`config.mk`:
```
export PLATFORM = sky130hd
export DESIGN_NAME = dsm_loop_register
export DESIGN_NICKNAME = d
export VERILOG_FILES = /design/src/rtl/dsm_loop_register.sv
export SDC_FILE = /design/constraint.sdc
export NUM_CORES = 1
export LEC_CHECK = 0
export ABC_AREA = 1
export CELL_PAD_IN_SITES_DETAIL_PLACEMENT = 1
export CELL_PAD_IN_SITES_GLOBAL_PLACEMENT = 1
export CORE_MARGIN = 3
export CORE_UTILIZATION = 35
export DETAILED_ROUTE_END_ITERATION = 12
export GPL_TIMING_DRIVEN = 0
export PLACE_DENSITY = 0.82
export SLEW_MARGIN = 20
export SYNTH_ARGS = -nofsm -noshare
export SYNTH_HDL_FRONTEND = slang
export SYNTH_SLANG_ARGS = --single-unit
```
`constraint.sdc`:
```
create_clock -name clk -period 1.7 [get_ports clk]
set_input_delay 0.34 -clock clk [delete_from_list [all_inputs] [get_ports clk]]
set_output_delay 0.34 -clock clk [all_outputs]
set_load 0.005 [all_outputs]
```
`src/rtl/dsm_loop_register.sv`:
```
// -----------------------------------------------------------------------------
// dsm_loop_register
//   Loop-state stage of a first-order delta-sigma modulator built around an
//   external WIDTH-bit adder computing Out = Data1 + Data2 - Data3.
//   Upstream samples enter a one-entry buffer over valid/ready, each sample is
//   held for max(osr,1) loop ticks, and the integrator state is re-registered
//   from the adder result once per run cycle. The MSB of the state is the
//   quantizer decision, so the bit stream density equals Cur_Data/16.
//
// Ports
//   clk, rst_n        clock, asynchronous active-low reset
//   en                run enable (level); dropping it clears all loop state
//   osr               ticks per sample, 0 behaves as 1, sampled at frame start
//   In_Data/in_valid/in_ready   upstream sample handshake
//   Cur_Data          held sample        -> adder Data1
//   Acc_Data          integrator state   -> adder Data2
//   Fb_Data           quantizer feedback -> adder Data3
//   Sum_Data          adder Out_Data
//   bit_out/bit_valid quantized bit stream
//   sat, underrun     sticky flags, cleared by clr_flags (a same-cycle set wins)
// -----------------------------------------------------------------------------
module dsm_loop_register #(
  parameter int WIDTH = 5,
  parameter int OSR_W = 8
) (
  input  logic             clk,
  input  logic             rst_n,
  input  logic             en,
  input  logic [OSR_W-1:0] osr,
  input  logic [WIDTH-1:0] In_Data,
  input  logic             in_valid,
  output logic             in_ready,
  output logic [WIDTH-1:0] Cur_Data,
  output logic [WIDTH-1:0] Acc_Data,
  output logic [WIDTH-1:0] Fb_Data,
  input  logic [WIDTH-1:0] Sum_Data,
  output logic             bit_out,
  output logic             bit_valid,
  output logic             sat,
  output logic             underrun,
  input  logic             clr_flags
);

  typedef enum logic [1:0] {
    S_IDLE = 2'd0,
    S_WAIT = 2'd1,
    S_RUN  = 2'd2
  } state_t;

  // Largest legal sample: half of full scale minus one, keeps the adder from wrapping.
  localparam logic [WIDTH-1:0] SAMPLE_MAX = {1'b0, {(WIDTH-1){1'b1}}};
  localparam logic [OSR_W-1:0] CNT_ONE    = {{(OSR_W-1){1'b0}}, 1'b1};

  state_t           state_q, state_d;
  logic [WIDTH-1:0] buf_q,   buf_d;
  logic             full_q,  full_d;
  logic [WIDTH-1:0] cur_q,   cur_d;
  logic [WIDTH-1:0] acc_q,   acc_d;
  logic [OSR_W-1:0] cnt_q,   cnt_d;
  logic             bit_q,   bit_d;
  logic             bval_q,  bval_d;
  logic             sat_q,   sat_d;
  logic             und_q,   und_d;

  logic             accept_s;
  logic             over_s;
  logic [WIDTH-1:0] clamped_s;
  logic [OSR_W-1:0] cnt_load_s;

  assign in_ready   = (state_q != S_IDLE) && !full_q;
  assign accept_s   = in_valid && in_ready;
  // Any sample with the MSB set is above the legal range.
  assign over_s     = In_Data[WIDTH-1];
  assign clamped_s  = over_s ? SAMPLE_MAX : In_Data;
  assign cnt_load_s = (osr == {OSR_W{1'b0}}) ? {OSR_W{1'b0}} : (osr - CNT_ONE);

  assign Cur_Data  = cur_q;
  assign Acc_Data  = acc_q;
  assign Fb_Data   = {acc_q[WIDTH-1], {(WIDTH-1){1'b0}}};
  assign bit_out   = bit_q;
  assign bit_valid = bval_q;
  assign sat       = sat_q;
  assign underrun  = und_q;

  // Next-state logic for the FSM, buffer, loop state and sticky flags.
  always_comb begin
    state_d = state_q;
    buf_d   = buf_q;
    full_d  = full_q;
    cur_d   = cur_q;
    acc_d   = acc_q;
    cnt_d   = cnt_q;
    bit_d   = bit_q;
    bval_d  = bval_q;
    // Clear first so that a set later in this block takes priority.
    if (clr_flags) begin
      sat_d = 1'b0;
      und_d = 1'b0;
    end else begin
      sat_d = sat_q;
      und_d = und_q;
    end

    if (!en) begin
      state_d = S_IDLE;
      buf_d   = {WIDTH{1'b0}};
      full_d  = 1'b0;
      cur_d   = {WIDTH{1'b0}};
      acc_d   = {WIDTH{1'b0}};
      cnt_d   = {OSR_W{1'b0}};
      bit_d   = 1'b0;
      bval_d  = 1'b0;
    end else begin
      // in_ready implies the buffer is empty, so a load below never collides with this.
      if (accept_s) begin
        buf_d  = clamped_s;
        full_d = 1'b1;
        sat_d  = sat_d | over_s;
      end else begin
        buf_d  = buf_q;
      end

      case (state_q)
        S_IDLE: begin
          state_d = S_WAIT;
        end
        S_WAIT: begin
          if (full_q) begin
            state_d = S_RUN;
            cur_d   = buf_q;
            full_d  = 1'b0;
            cnt_d   = cnt_load_s;
          end else begin
            state_d = S_WAIT;
          end
        end
        S_RUN: begin
          acc_d  = Sum_Data;
          bit_d  = acc_q[WIDTH-1];
          bval_d = 1'b1;
          if (cnt_q != {OSR_W{1'b0}}) begin
            cnt_d = cnt_q - CNT_ONE;
          end else begin
            cnt_d = cnt_load_s;
            if (full_q) begin
              cur_d  = buf_q;
              full_d = 1'b0;
            end else begin
              // Frame end with nothing buffered: keep the old sample.
              und_d = 1'b1;
            end
          end
        end
        default: begin
          state_d = S_IDLE;
        end
      endcase
    end
  end

  // State registers with asynchronous reset.
  always_ff @(posedge clk or negedge rst_n) begin
    if (!rst_n) begin
      state_q <= S_IDLE;
      buf_q   <= {WIDTH{1'b0}};
      full_q  <= 1'b0;
      cur_q   <= {WIDTH{1'b0}};
      acc_q   <= {WIDTH{1'b0}};
      cnt_q   <= {OSR_W{1'b0}};
      bit_q   <= 1'b0;
      bval_q  <= 1'b0;
      sat_q   <= 1'b0;
      und_q   <= 1'b0;
    end else begin
      state_q <= state_d;
      buf_q   <= buf_d;
      full_q  <= full_d;
      cur_q   <= cur_d;
      acc_q   <= acc_d;
      cnt_q   <= cnt_d;
      bit_q   <= bit_d;
      bval_q  <= bval_d;
      sat_q   <= sat_d;
      und_q   <= und_d;
    end
  end

endmodule

```
==> impl_metrics.tcl, run 1 <==
set metrics [dict create \
    outcome "completed" \
    critPathMaxFanout 3 \
    ir_drop_mv 0.423 \
    grt_use_met1 0.208 \
    cpLargestDelayFamily "flip-flops" \
    area_growth_pct 34.2 \
    max-slew-margin-rel 0.554 \
    gp_congestion 0.804 \
    coreArea_sq_um 4530 \
    cts_buffer_depth 2 \
    syn_inst 216 \
    fp.dieW_um 75.8 \
    dp_hpwl_mm 3.39 \
    fillCellCount 564 \
    max_clock_freq_ghz 0.620 \
    ys_ff_latch 28 \
    overflow 0 \
    start_util 0.376 \
    cts.sinks 28 \
    viasPerCell 4.82 \
    antenna_found_initial 0 \
    synthTopCellsByArea "dfrtp_1 (41%), nand2_1 (10%), o21ai_0 (5.9%)" \
    synth_cell_types 31 \
    synth_area_sq_um 1700 \
    drc 0 \
    cap_violations 0 \
    p_leak_nw 1.04 \
    clk_latency_ns 0.28 \
    use_met3 0.0211 \
    cts_root_buf "clkbuf_8" \
    wire_per_inst_um 13.2 \
    grt_busiest_layer "met2" \
    synth_most_common_cell "nand2_1" \
    rows 24 \
    setup_violations 0 \
    synth_top_area_share 0.411 \
    min_period_ns 1.61 \
    crit_required_ns 1.36 \
    grt_max_degree 29 \
    grt_pass1_vias 1571 \
    cts.clk_slew.worst_paths_ns 0.10 \
    worstPathArrival_ns 1.27 \
    synth_common_cells "nand2_1 (47), dfrtp_1 (28), nor2_1 (26)" \
    stdcell_area_sq_um 2290 \
    multiInputGateArea_sq_um 887 \
    drtIter0Drc 20 \
    cts_buffers 3 \
    hold_viol_final 0 \
    die-area_sq_um 5740 \
    grt.met2_usage 0.264 \
    hold_path.class "in2async" \
    ys_seq_area_frac 0.411 \
    cp_num_buf_inv 2 \
    cts_tree "done" \
    vias 1586 \
    worstPathCellList "inv_2 -> ha_2 -> nor2_2 -> dlygate4sd2_1" \
    worst_slew_pin_slew_ns 0.669 \
    async_flop_share 1.00 \
    finalMaxSlewViolations 0 \
    grt_use_total 0.157 \
    synth_top_cell_by_area "dfrtp_1" \
    worstSetupPathType "reg2out" \
    finClkSkew_ns 0.00459 \
    cp-start-kind "flop" \
    fin_util 0.504 \
    regArea_sq_um 701 \
    drtPass1Iterations 4 \
    grt_pass1_wl_mm 7.03 \
    cts-htree-levels 1 \
    routed_wl_mm 4.35 \
    syn_avg_cell_area_sq_um 7.89 \
    fin_nets 295 \
    ys.flop_type "dfrtp_1" \
    yosys_warnings 0 \
    worst_path_largest_cell_delay_ns 0.40 \
    drive_gt1_frac 0.144 \
    fin_crit_sh 0.949 \
    rsz0062_at_grt "yes" \
    power_density_nw_per_um2 966 \
    fp.dieH_um 75.8 \
    worstSetupEndpointType "output port" \
    synth-edff-count 0 \
    slowest_stage "dfrtp_1" \
    port_buffers 37 \
    dpl_cell_area_sq_um 2170 \
    p_total_mw 2.21 \
    ant_nets 0 \
    n_antenna_cell 0 \
    num_io_pins 43 \
]
-- cells by family after synthesis --
group,after synthesis,synth area share
and+or+nand+nor,98,0.256
other,1,0.00220
adders and majority gates,7,0.0514
xor gates and xnor gates,3,0.0154
buffers and inverters,33,0.0903
AOI/OAI and AO/OA,46,0.174
DFF,28,0.411
-- what timing repair did --
action,in CTS,in global routing
pin swaps,0,3
endpoints found under the setup margin,6,13
gates resized for setup,3,7
cloned,0,0
hold buffers,0,0
buffers inserted,1,2
-- power by group --
part | internal [mW] | switching, mW
sequential | 0.774 | 0.105
clock | 0.315 | 0.222
combinational | 0.334 | 0.461
-- per-stage QoR --
step / std cells / hold slack (ns) / setup WS [ns] / setup TNS [ns]
after detailed placement: 322 / 0.414 / -0.301 / -3.52
after floorplan: 220 / 0.0444 / 0.135 / 0
after global placement: 322 / 0.464 / -0.229 / -9.18
final: 329 / 0.0809 / 0.0862 / 0
after global routing: 329 / 0.123 / -0.0350 / -0.0672
after CTS: 327 / 0.107 / 0.0254 / 0
-- area by class of cell --
type / count / share of cell area
plain buffers: 8 / 0.0263
well taps: 65 / 0.0356
inverters: 25 / 0.0427
multi-input cells: 159 / 0.388
flip-flops and latches: 28 / 0.306
clock inverters: 1 / 0.0131
repair buffers: 40 / 0.170
clock buffers: 3 / 0.0181
-- placed cells by master (no fill, tap or decap), types with 2 or more instances in the layout --
| cell type | n |
|---|---|
| a21oi_1 | 6 |
| a22o_1 | 4 |
| a32o_1 | 2 |
| buf_4 | 9 |
| clkbuf_8 | 3 |
| clkdlybuf4s50_1 | 34 |
| conb_1 | 5 |
| dfrtp_1 | 28 |
| ha_1 | 5 |
| inv_1 | 19 |
| inv_2 | 4 |
| nand2_1 | 47 |
| nand2_2 | 4 |
| nand3_1 | 7 |
| nand4_1 | 3 |
| nor2_1 | 25 |
| nor2_2 | 3 |
| nor2_4 | 3 |
| nor3_1 | 2 |
| o211ai_1 | 6 |
| o21ai_0 | 20 |
| o21ai_2 | 4 |
| o21bai_1 | 2 |
| xnor2_1 | 2 |
-- flip-flops by register name (all words and copies together), names as in the netlist --
register   count
buf_q          4
cnt_q          8
Acc_Data       5
sat            1
bit_out        1
underrun       1
state_q        2
full_q         1
bit_valid      1
Cur_Data       4
-- path summary, 6_finish.rpt --
check / from / end / slack, ns / depth (start not counted)
max: state_q[0] / in_ready / 0.09 / 4
min: rst_n / cnt_q[3] / 0.08 / 1
max reg2reg: state_q[1] / Cur_Data[0] / 0.09 / 9
min reg2reg: bit_out / bit_out / 0.50 / 2
max in group asynchronous: rst_n / sat / 1.19 / 1
min in group clk: bit_out / bit_out / 0.50 / 2
-- per-layer routing --
layer | vias to the layer above | share of wire
li1 | 793 | -
met1 | 752 | 0.48
met2 | 35 | 0.47
met3 | 6 | 0.031
met4 | 0 | 0.013
met5 | - | 0
No activity file was read; power rests on OpenSTA's default activity.
==> run 2, diff against run 1 <==
- SETUP_SLACK_MARGIN: not set -> 0.15
- clock period: 1.7 -> 1.8 ns (I/O delays scaled with it)
==> run 2 against run 1 <==
Net effect:
- design area up 3.0%
- power down 3.4%
- sequential power is 5.4% lower
- critical path type is now reg2reg
- die area is the same
- clock skew grew 0.0017 ns
- highest routed layer unchanged
- via count increased by 1.9%
- routed wire length increased by 2.7%
- sequential share of layout area down 0.84 points
- first-iteration DRC count grew 110%
==> impl_metrics.tcl, run 2 (synthesized netlist as in run 1, its figures left out) <==
set metrics [dict create \
    timing.reg2reg.setup_slack_ns 0.23 \
    cts-htree-levels 1 \
    grt_pass1_wl_mm 7.03 \
    cts.sinks 28 \
    ir_drop_mv 0.415 \
    place_ws_ns -0.221 \
    fp.dieH_um 75.8 \
    fin_crit_sh 0.873 \
    worst_path_largest_cell_delay_ns 0.40 \
    n_antenna_cell 0 \
    viasPerCell 4.80 \
    vias 1616 \
    coreArea_sq_um 4530 \
    fin_setup_tns_ns 0 \
    outcome "completed" \
    crit_required_ns 1.98 \
    fillCellCount 557 \
    mostFrequentLayoutCells "nand2_1 (47), clkdlybuf4s50_1 (33), dfrtp_1 (27), nor2_1 (23), o21ai_0 (20)" \
    routed_wl_mm 4.47 \
    r2r_end "Cur_Data[0]" \
    overflow 0 \
    cts.clk_slew.worst_paths_ns 0.11 \
    startpoint "cnt_q[0]" \
    worst_slew_pin_slew_ns 0.658 \
    gp_congestion 0.804 \
    worstPathCellList "inv_2 -> ha_1 -> nand2_1 -> nor2_4 -> nor2_4 -> or2_1 -> buf_6 -> nand2_1 -> o21ai_2" \
    crit_path_end "Cur_Data[0]" \
    multiInputGateArea_sq_um 897 \
    setup_violations 0 \
    die-area_sq_um 5740 \
    min_period_ns 1.57 \
    drc 0 \
    setup_ws_ns 0.228 \
    finClkSkew_ns 0.00631 \
    regArea_sq_um 702 \
    slowest_stage "dfrtp_1" \
    max_flop_register "cnt_q" \
    cp-start-kind "flop" \
    largest_reg_flops 8 \
    power_density_nw_per_um2 906 \
    area_growth_pct 38.3 \
    port_buffers 37 \
    cts_buffers 3 \
    antenna_found_initial 0 \
    drive_gt1_frac 0.195 \
    max-slew-margin-rel 0.562 \
    hold_viol_final 0 \
    cts_buffer_depth 2 \
    max_clock_freq_ghz 0.636 \
    critPathMaxFanout 8 \
    cts_hold_buffers 0 \
    ant_nets 0 \
    worstSetupPathType "reg2reg" \
    num_io_pins 43 \
    reg2reg_from "cnt_q[0]" \
    clk_latency_ns 0.28 \
    dp_hpwl_mm 3.39 \
    cts_tree "done" \
    grt_max_degree 29 \
    grt_use_total 0.157 \
    start_util 0.376 \
    rsz0062_at_grt "yes" \
    p_leak_nw 1.10 \
    drtIter0Drc 43 \
    hold_path.class "in2async" \
    grt_pass1_vias 1572 \
    rr_worst_depth 9 \
    cap_violations 0 \
    rows 24 \
    worstSetupEndpointType "flop" \
    worstPathArrival_ns 1.75 \
    fin_nets 303 \
    cts_root_buf "clkbuf_8" \
    drtPass1Iterations 4 \
    fp.dieW_um 75.8 \
    final_common_cell "nand2_1" \
    wire_per_inst_um 13.3 \
    finalMaxSlewViolations 0 \
]
==> run 2: cell count changes in the layout (fill, tap and decap cells not counted), sizes merged <==
cell	change
clkbuf	+1
buf	+8
clkdlybuf4s50	-1
==> run 2: layout make-up <==
type	count	area share
Timing Repair Buffer	48	0.189
Clock inverter	1	0.0127
Multi-Input combinational cell	159	0.381
Sequential cell	28	0.298
Clock buffer	3	0.0175
Buffer	8	0.0255
Tap cell	65	0.0345
Inverter	25	0.0425
==> run 2: per-layer routing <==
metal | track usage | share of wire
met1 | 0.208 | 0.48
met2 | 0.264 | 0.47
met3 | 0.0211 | 0.029
met4 | 0.0485 | 0.017
met5 | 0 | 0
==> run 2: what timing repair did <==
| action | 4_1_cts | 5_1_grt |
|---|---|---|
| buffers inserted | 1 | 10 |
| pin swaps | 0 | 4 |
| resized for setup | 4 | 16 |
| setup endpoints to repair | 11 | 15 |
==> run 2: worst max-delay path: cells and delay by family (launching register included) <==
kind / cells / cell delay, ns
and+or+nand+nor: 5 / 0.63
DFF: 1 / 0.40
buffers and inverters: 2 / 0.24
adders and majority gates: 1 / 0.15
AOI/OAI and AO/OA: 1 / 0.05
==> run 2: power by group <==
group          total [mW]  internal (mW)  leakage, nW  switching [mW]
clock network       0.511          0.298       0.0357           0.213
registers           0.831          0.733        0.373          0.0984
logic               0.792          0.343        0.693           0.449
==> run 2: through the flow <==
| step | hold slack, ns | utilization | power, mW | cell area, sq um | cells |
|---|---|---|---|---|---|
| global placement | 0.464 | 0.479 | 1.53 | 2170 | 322 |
| global route | 0.144 | 0.520 | 2.29 | 2360 | 337 |
| detailed placement | 0.434 | 0.478 | 1.56 | 2170 | 322 |
| CTS | 0.127 | 0.496 | 2.08 | 2250 | 327 |
| finish | 0.0929 | 0.520 | 2.13 | 2360 | 337 |
| floorplan | 0.0644 | - | 1.29 | 1720 | 220 |
==> run 2: how the worst min path moves through the flow <==
stage	start	to	slack, ns	depth (start not counted)
after global routing	rst_n	cnt_q[3]	0.14	1
after CTS	rst_n	cnt_q[3]	0.13	1
after detailed placement	rst_n	cnt_q[3]	0.43	1
after floorplan	rst_n	Acc_Data[0]	0.06	0
after global placement	cnt_q[0]	cnt_q[0]	0.46	2
final	rst_n	cnt_q[4]	0.09	1
